$ cat src/rtl/wash_cycle.sv
// wash_cycle: charges a BCD balance for the chosen programme and runs wash/rinse/spin BCD countdowns
module wash_cycle #(
   parameter int          TICK      = 100000000,
   parameter int          END_S     = 3,
   parameter logic [11:0] SURCHARGE = 12'h002,
   parameter int          HEAVY_ADD = 10
) (
   input  logic        clk,
   input  logic        rst,
   input  logic        start,
   input  logic [1:0]  mode,
   input  logic [11:0] bal_in,
   input  logic [7:0]  wt,
   input  logic        pause,
   input  logic        abort,
   output logic [11:0] bal_out,
   output logic [7:0]  sec,
   output logic [1:0]  phase,
   output logic [2:0]  st_light,
   output logic        busy,
   output logic        paused,
   output logic        done,
   output logic        err
);
   localparam int TW = TICK > 1 ? $clog2(TICK) : 1;
   localparam logic [7:0] HEAVY_BCD = 8'((HEAVY_ADD / 10) * 16 + HEAVY_ADD % 10);

   typedef enum logic [2:0] {IDLE, WASH, RINSE, SPIN, PAUSE, DONE, ERR} state_t;

   state_t state, n_state, res, n_res, first, after, shown;
   logic [TW-1:0] tick, n_tick;
   logic [7:0] hold, n_hold, n_sec, w_d, r_d, s_d, n_w, n_r, n_s, t_w, in_w, in_r, in_s;
   logic [11:0] n_bal, price, cost;
   logic n_done, heavy, bad, run, wrap;

   function automatic logic [11:0] bcd_add(input logic [11:0] a, input logic [11:0] b);
      logic [4:0] s;
      logic c;
      logic [11:0] r;
      c = 1'b0;
      r = 12'h000;
      for (int i = 0; i < 3; i++) begin
         s = {1'b0, a[4*i+:4]} + {1'b0, b[4*i+:4]} + {4'h0, c};
         c = s > 5'd9;
         r[4*i+:4] = c ? 4'(s - 5'd10) : s[3:0];
      end
      return r;
   endfunction

   function automatic logic [11:0] bcd_sub(input logic [11:0] a, input logic [11:0] b);
      logic [4:0] d;
      logic bw;
      logic [11:0] r;
      bw = 1'b0;
      r = 12'h000;
      for (int i = 0; i < 3; i++) begin
         d = {1'b0, a[4*i+:4]} - {1'b0, b[4*i+:4]} - {4'h0, bw};
         bw = d[4];
         r[4*i+:4] = bw ? 4'(d + 5'd10) : d[3:0];
      end
      return r;
   endfunction

   function automatic logic [7:0] bcd_dec(input logic [7:0] s);
      return s[3:0] == 4'h0 ? {s[7:4] - 4'h1, 4'h9} : s - 8'h01;
   endfunction

   // k is the earliest phase still allowed: 0 wash, 1 rinse, 2 spin, 3 none
   function automatic state_t nxt(input logic [1:0] k, input logic [7:0] w, input logic [7:0] r, input logic [7:0] s);
      return (k == 2'd0 && w != 8'h00) ? WASH : (k <= 2'd1 && r != 8'h00) ? RINSE : (k <= 2'd2 && s != 8'h00) ? SPIN : DONE;
   endfunction

   function automatic logic [7:0] dur(input state_t st, input logic [7:0] w, input logic [7:0] r, input logic [7:0] s);
      return st == WASH ? w : st == RINSE ? r : st == SPIN ? s : 8'h00;
   endfunction

   assign price = mode == 2'd0 ? 12'h005 : mode == 2'd1 ? 12'h008 : mode == 2'd2 ? 12'h012 : 12'h004;
   assign t_w   = mode == 2'd0 ? 8'h20 : mode == 2'd1 ? 8'h15 : mode == 2'd2 ? 8'h30 : 8'h00;
   assign in_r  = mode == 2'd0 || mode == 2'd1 ? 8'h10 : mode == 2'd2 ? 8'h15 : 8'h00;
   assign in_s  = mode == 2'd0 ? 8'h10 : mode == 2'd1 ? 8'h05 : mode == 2'd2 ? 8'h15 : 8'h20;
   assign heavy = wt[7:4] != 4'h0;
   assign cost  = heavy ? bcd_add(price, SURCHARGE) : price;
   assign in_w  = heavy && t_w != 8'h00 ? 8'(bcd_add({4'h0, t_w}, {4'h0, HEAVY_BCD})) : t_w;
   assign bad   = wt[7:4] > 4'd9 || wt[3:0] > 4'd9 || bal_in < cost;
   assign first = nxt(2'd0, in_w, in_r, in_s);
   assign after = nxt(state == WASH ? 2'd1 : state == RINSE ? 2'd2 : 2'd3, w_d, r_d, s_d);
   assign run   = state == WASH || state == RINSE || state == SPIN;
   assign wrap  = tick == TW'(TICK - 1);

   // next state and datapath: start in IDLE, then abort > pause > tick
   always_comb begin
      n_state = state;
      n_res = res;
      n_tick = tick;
      n_hold = hold;
      n_sec = sec;
      n_bal = bal_out;
      n_w = w_d;
      n_r = r_d;
      n_s = s_d;
      n_done = 1'b0;
      if (state == IDLE) begin
         if (start) begin
            n_tick = '0;
            n_hold = 8'h00;
            n_state = bad ? ERR : first;
            n_bal = bad ? bal_in : bcd_sub(bal_in, cost);
            n_sec = bad ? 8'h00 : dur(first, in_w, in_r, in_s);
            n_done = !bad && first == DONE;
            n_w = in_w;
            n_r = in_r;
            n_s = in_s;
         end
      end else if (abort) begin
         n_state = IDLE;
         n_sec = 8'h00;
         n_tick = '0;
      end else if (pause && (run || state == PAUSE)) begin
         n_state = run ? PAUSE : res;
         n_res = run ? state : res;
      end else if (state != PAUSE) begin
         n_tick = wrap ? '0 : tick + TW'(1);
         if (wrap && run && sec == 8'h01) begin
            n_state = after;
            n_sec = dur(after, w_d, r_d, s_d);
            n_done = after == DONE;
            n_hold = 8'h00;
         end else if (wrap && run) begin
            n_sec = bcd_dec(sec);
         end else if (wrap) begin
            n_hold = hold + 8'd1;
            n_state = hold == 8'(END_S - 1) ? IDLE : state;
         end
      end
   end

   // state and datapath registers, cleared by the asynchronous reset
   always_ff @(posedge clk or negedge rst) begin
      if (!rst) begin
         state <= IDLE;
         res <= IDLE;
         tick <= '0;
         hold <= 8'h00;
         sec <= 8'h00;
         bal_out <= 12'h000;
         w_d <= 8'h00;
         r_d <= 8'h00;
         s_d <= 8'h00;
         done <= 1'b0;
      end else begin
         state <= n_state;
         res <= n_res;
         tick <= n_tick;
         hold <= n_hold;
         sec <= n_sec;
         bal_out <= n_bal;
         w_d <= n_w;
         r_d <= n_r;
         s_d <= n_s;
         done <= n_done;
      end
   end

   assign shown    = state == PAUSE ? res : state;
   assign phase    = shown == WASH ? 2'd1 : shown == RINSE ? 2'd2 : shown == SPIN ? 2'd3 : 2'd0;
   assign st_light = {state == SPIN, state == RINSE, state == WASH};
   assign busy     = run || state == PAUSE;
   assign paused   = state == PAUSE;
   assign err      = state == ERR;
endmodule

$ cat config.mk
export PLATFORM = sky130hd
export DESIGN_NAME = wash_cycle
export DESIGN_NICKNAME = d
export VERILOG_FILES = /design/src/rtl/wash_cycle.sv
export SDC_FILE = /design/constraint.sdc
export NUM_CORES = 1
export LEC_CHECK = 0
export CORE_MARGIN = 4
export CORE_UTILIZATION = 53
export CTS_BUF_LIST = sky130_fd_sc_hd__clkbuf_8
export CTS_CLUSTER_SIZE = 28
export DETAILED_ROUTE_END_ITERATION = 10
export GPL_ROUTABILITY_DRIVEN = 0
export PLACE_DENSITY = 0.79
export REMOVE_ABC_BUFFERS = 1
export SLEW_MARGIN = 20
export SYNTH_ARGS = -nofsm -noshare
export SYNTH_HDL_FRONTEND = slang
export SYNTH_SLANG_ARGS = --single-unit
export TNS_END_PERCENT = 100
$ cat constraint.sdc
create_clock -name clk -period 2.4 [get_ports clk]
set_input_delay 0.36 -clock clk [delete_from_list [all_inputs] [get_ports clk]]
set_output_delay 0.36 -clock clk [all_outputs]
set_load 0.05 [all_outputs]
## After elaboration in Yosys (flattened, before gate mapping)

Cells that the tools add are included.

- Bits in registers: 86
- Bits of input ports: 27
- Output and inout port bits: 29
- Logic and storage cells: 192

- Add/subtract/negate cells: 22
- $lt $le $gt $ge: 10
- Equal/unequal tests: 28
- Multiplexer cells: 80
- Bitwise logic cells: 2
- Reductions and logical operators: 40

Operators with widths:

| kind | count |
|---|---|
| $mux 8 | 22 |
| $mux 27 | 6 |
| $reduce_bool 8->1 | 7 |
| $mux 3 | 18 |
| $mux 6 | 8 |
| $mux 4 | 8 |
| $add 27x1->27 const B | 1 |
| $eq 27x27->1 const B | 1 |
| $mux 5 | 5 |
| $eq 3x2->1 const B | 8 |
| $mux 12 | 2 |
| $gt 4x4->1 const B | 4 |
| $sub 4x4->5 | 3 |
| $add 4x4->4 const B | 3 |
| $eq 3x1->1 const B | 4 |
| $eq 3x3->1 const B | 4 |
| $lt 12x12->1 | 1 |
| $reduce_bool 4->1 | 3 |
| $sub 4x4->4 const B | 3 |
| $reduce_bool 5->1 | 2 |
| $sub 5x1->5 | 2 |
| $add 8x1->8 const B | 1 |
| $eq 8x1->1 const B | 1 |
| $eq 8x2->1 const B | 1 |
| other kinds (35) | 64 |

## Logic depth before layout (Yosys ltp)

- Depth after elaboration: 18
- Depth in mapped cells: 21
- Gate-level depth less buffers: 21

## Worst setup path before layout

OpenSTA, ideal clock, no wires.

- Path kind: input -> register
- From: in wt[5]
- To: reg bal_out[11]
- Library setup time: 0.083 ns
- Data arrival time: 4.869 ns
- Required time: 2.317 ns
- Path slack: -2.552 ns
- Stages: 18
- Buffers on the path: 0
- Cell sequence: nor4_1 -> mux2_2 -> ha_1 -> nor2b_1 -> o21a_1 -> nor2_1 -> fa_1 -> inv_1 -> fa_1 -> nor3_1 -> ha_1 -> ha_1 -> or3b_2 -> nor2_1 -> xor2_1 -> nand2_1 -> xor2_1 -> o21ai_0

- Cells in the longest elaborated chain, start to end: 8
- Elaborated cells on any way between the ends: 14
- Classes of those cells: 6 x add/sub; 2 x order compare; 3 x mux; 3 x reduce/logical

Ends and longest elaborated chain:

| item | line | text |
|---|---|---|
| start, declared | 13 | `input logic [7:0] wt,` |
| $reduce_bool 4->1 | 81 | `assign heavy = wt[7:4] != 4'h0;` |
| $mux 12 | 82 | `assign cost = heavy ? bcd_add(price, SURCHARGE) : price;` |
| $sub 4x4->5 | 57 | `d = {1'b0, a[4*i+:4]} - {1'b0, b[4*i+:4]} - {4'h0, bw};` |
| $sub 5x1->5 (2 in a row) | 57 |  |
| $add 4x4->4 | 59 | `r[4*i+:4] = bw ? 4'(d + 5'd10) : d[3:0];` |
| $mux 4 | 59 |  |
| $mux 12 (*) | 107 | `n_bal = bad ? bal_in : bcd_sub(bal_in, cost);` |
| end signal, assigned | 156 | `bal_out <= n_bal;` |
| end, declared | 16 | `output logic [11:0] bal_out,` |

Mark *: on every way between the ends. The rest lies on a longest branch, timed or not.
A chain may end at the register's enable or synchronous reset.

## Worst setup path after layout

- From: in bal_in[0]
- To: reg bal_out[11]

- Cells in the longest elaborated chain, start to end: 6
- Elaborated cells on any way between the ends: 8
- Classes of those cells: 4 x add/sub; 1 x order compare; 2 x mux; 1 x reduce/logical

Ends and longest elaborated chain:

| item | line | text |
|---|---|---|
| start, declared | 12 | `input logic [11:0] bal_in,` |
| $sub 4x4->5 | 57 |  |
| $sub 5x1->5 (2 in a row) | 57 |  |
| $add 4x4->4 | 59 |  |
| $mux 4 | 59 |  |
| $mux 12 (*) | 107 |  |

Marks and branches as above.

==> flow_summary.yaml <==
status:
  status: "complete, but fails checks"
  violations: "negative setup slack"
global_route:
  met1_usage_pct: 33.5
  busiest_layer: "met2"
  use_met3_pct: 4.37
  overflow: 0
  grt_pass1_wl_microns: 23500
  grt_pass1_vias: 4952
  grt_start_max_net_pins: 68
  grtUsageTotal_pct: 28.6
  grt_use_met2_pct: 50.8
  antenna_found_initial: 0
layout:
  finalNonFillerCells: 828
  drive_above_1_share_pct: 33.8
  area_growth_pct: 47.5
  final_cell_mix: "buf_4, dfrtp_1, nand2_1, nor2_1, clkdlybuf4s50_1"
  utilization_pct: 79.9
  n_antenna_cell: 0
  nets: 773
  final_common_cell: "buf_4"
logic_synthesis:
  synthFlopType: "dfrtp_1"
  synthCells: 545
  synth-edff-count: 0
  netlist_area_sq_um: 4700
  synth_warnings: 0
  ys_ff_latch: 67
  yosysUniqueCellTypes: 75
  yosysSeqAreaShare_pct: 35.7
  avgSynthCellArea_sq_um: 8.62
  synth-async-reset-ratio_pct: 100
sta:
  max_freq_mhz: 261
  rsz0062_at_grt: "yes"
  hold_viol_final: 0
  tightest_slew_ns: 0.856
  fin_crit_sh_pct: 160
  skew_ns: 0.0107
  setup_violations: 33
  setup_ws_ns: -1.43
  setup_tns_ns: -12.60
  drv_slew: 0
  fin_crit_ns: 3.83
  relSlewSlack_pct: 43.0
clock_tree:
  htree_levels: 3
  cts_buffers: 9
  clock_path_buffers: 2
  insertion_delay_ns: 0.35
  cts_sinks: 67
  root_buffer: "clkbuf_8"
  path_clk_slew_ns: 0.08
  cts_tree: "built"
  cts_hold_buf: 0
setup_path:
  worstPathArrival_ns: 4.10
  r2r_setup_slack_ns: -0.26
  worstReg2RegStart: "sec[4]"
  r2r_end: "sec[0]"
  worstSetupPathType: "input pin to flop"
  cp-start-kind: "input pin"
  critical_path.endpoint_type: "flop"
  critPathMaxFanout: 2
  critical_path_required_ns: 2.67
  r2r_cells: 9
placement:
  place_inst: 778
  dp_hpwl_microns: 9660
  port_buffers: 54
floorplanning:
  initial_core_util_pct: 54.1
  core_sq_um: 8680
  die_width_microns: 102
  die_area_sq_um: 10400
  die_height_microns: 102
  io_pins: 56
  num_rows: 34
routing:
  vias: 5236
  wl_per_cell_microns: 20.2
  viasPerCell: 6.32
  drt-initial-drc-count: 471
  drt_wl_total_microns: 16700
  dr.pass1.iters: 5
  drtAntennaViolNets: 0
  drc: 0
power_and_ir_drop:
  peakVddDrop_uv: 817
  p_leak_nw: 3.17
  power.density_nw_per_um2: 1030
  power.total_w: 0.00715
run:
  maxCapViolCount: 0
min_path:
  worstHoldPathType: "input pin to async pin"
## registers in the layout, summed over array words and instances, names as in the netlist
| signal | count |
|---|---|
| tick | 27 |
| bal_out | 12 |
| hold | 8 |
| sec | 8 |
| res | 3 |
| s_d | 3 |
| state | 3 |
| r_d | 2 |
| done | 1 |
## power by group
| part | total, W | internal, W | switching (W) | leakage [nW] |
|---|---|---|---|---|
| registers | 0.00167 | 0.00141 | 0.000256 | 0.886 |
| clock network | 0.000825 | 0.000362 | 0.000463 | 0.0884 |
| logic | 0.00466 | 0.00183 | 0.00283 | 2.20 |
| total | 0.00715 | 0.00361 | 0.00355 | 3.17 |
## worst max-delay path: stages
cell             delay, ns
clkdlybuf4s50_1       0.49
inv_1                 0.05
ha_2                  0.21
fa_2                  0.42
nor2b_4               0.13
o21a_1                0.15
nor2_2                0.06
fa_2                  0.36
inv_2                 0.08
fa_2                  0.24
nor3_4                0.07
ha_4                  0.18
ha_4                  0.16
buf_6                 0.13
xor2_4                0.18
ha_4                  0.17
nor2_4                0.10
xor2_1                0.18
nand2_1               0.10
xor2_1                0.15
o21ai_1               0.12
## cells in the mapped netlist (5+ instances only)
master | number | area (sq um)
o21ai_1 | 10 | 50.1
nand2_1 | 58 | 218
nand2b_1 | 7 | 43.8
a21oi_1 | 22 | 110
o21ai_0 | 41 | 205
nor2b_1 | 6 | 37.5
dfrtp_1 | 67 | 1680
nand3_1 | 14 | 70.1
nor2_1 | 56 | 210
nor3_1 | 18 | 90.1
a21o_1 | 6 | 45.0
nand4_1 | 13 | 81.3
xor2_1 | 18 | 158
or3_1 | 6 | 37.5
clkbuf_1 | 16 | 60.1
ha_1 | 27 | 338
and2_1 | 7 | 43.8
xnor2_1 | 16 | 140
and3_1 | 11 | 68.8
inv_1 | 26 | 97.6
nor4b_1 | 5 | 43.8
## through the flow
step	setup WS, ns	hold slack, ns	area [sq um]
2_1_floorplan	-2.61	0.0644	4610
3_3_place_gp	-2.36	0.408	6040
3_5_place_dp	-2.61	0.410	6040
4_1_cts	-1.37	0.0389	6630
5_1_grt	-1.56	0.0476	6930
6_report	-1.43	0.0248	6930
## routing by layer
metal	share of wire [%]	wire (microns)
met4	5.9	987
met3	6.5	1090
met1	37	6130
met2	51	8520
met5	0	0
## cells by family (layout without fill, tap and decap cells)
family | Yosys count | in the layout | synth area share (%)
compound gates | 124 | 124 | 17.4
xor+xnor | 34 | 34 | 6.34
fa+ha+maj | 31 | 31 | 8.68
buf+inv | 48 | 223 | 3.94
flops | 67 | 67 | 35.7
mux | 7 | 7 | 1.60
simple gates | 234 | 234 | 26.3
## how the worst max path moves through the flow
stage                    from          end  slack [ns]  depth (start not counted)
floorplan               wt[5]  bal_out[11]       -2.61                         18
global placement        wt[5]  bal_out[11]       -2.36                         19
detailed placement      wt[5]  bal_out[11]       -2.61                         19
CTS                     wt[6]  bal_out[11]       -1.37                         21
global route            wt[6]  bal_out[11]       -1.56                         21
finish              bal_in[0]  bal_out[11]       -1.43                         21
## timing repair
action,4_1_cts,5_1_grt
buffers inserted,19,17
gates resized for setup,102,48
endpoints found under the setup margin,48,39
pin swaps,40,33
## area by class of cell
type,instances,area [sq um]
clock buffers,9,124
clock inverters,6,33.8
fillers,493,1750
inverters,27,101
multi-input cells,430,3260
flip-flops and latches,67,1680
well taps,108,135
repair buffers,181,1600
No activity file was read; power rests on OpenSTA's default activity.
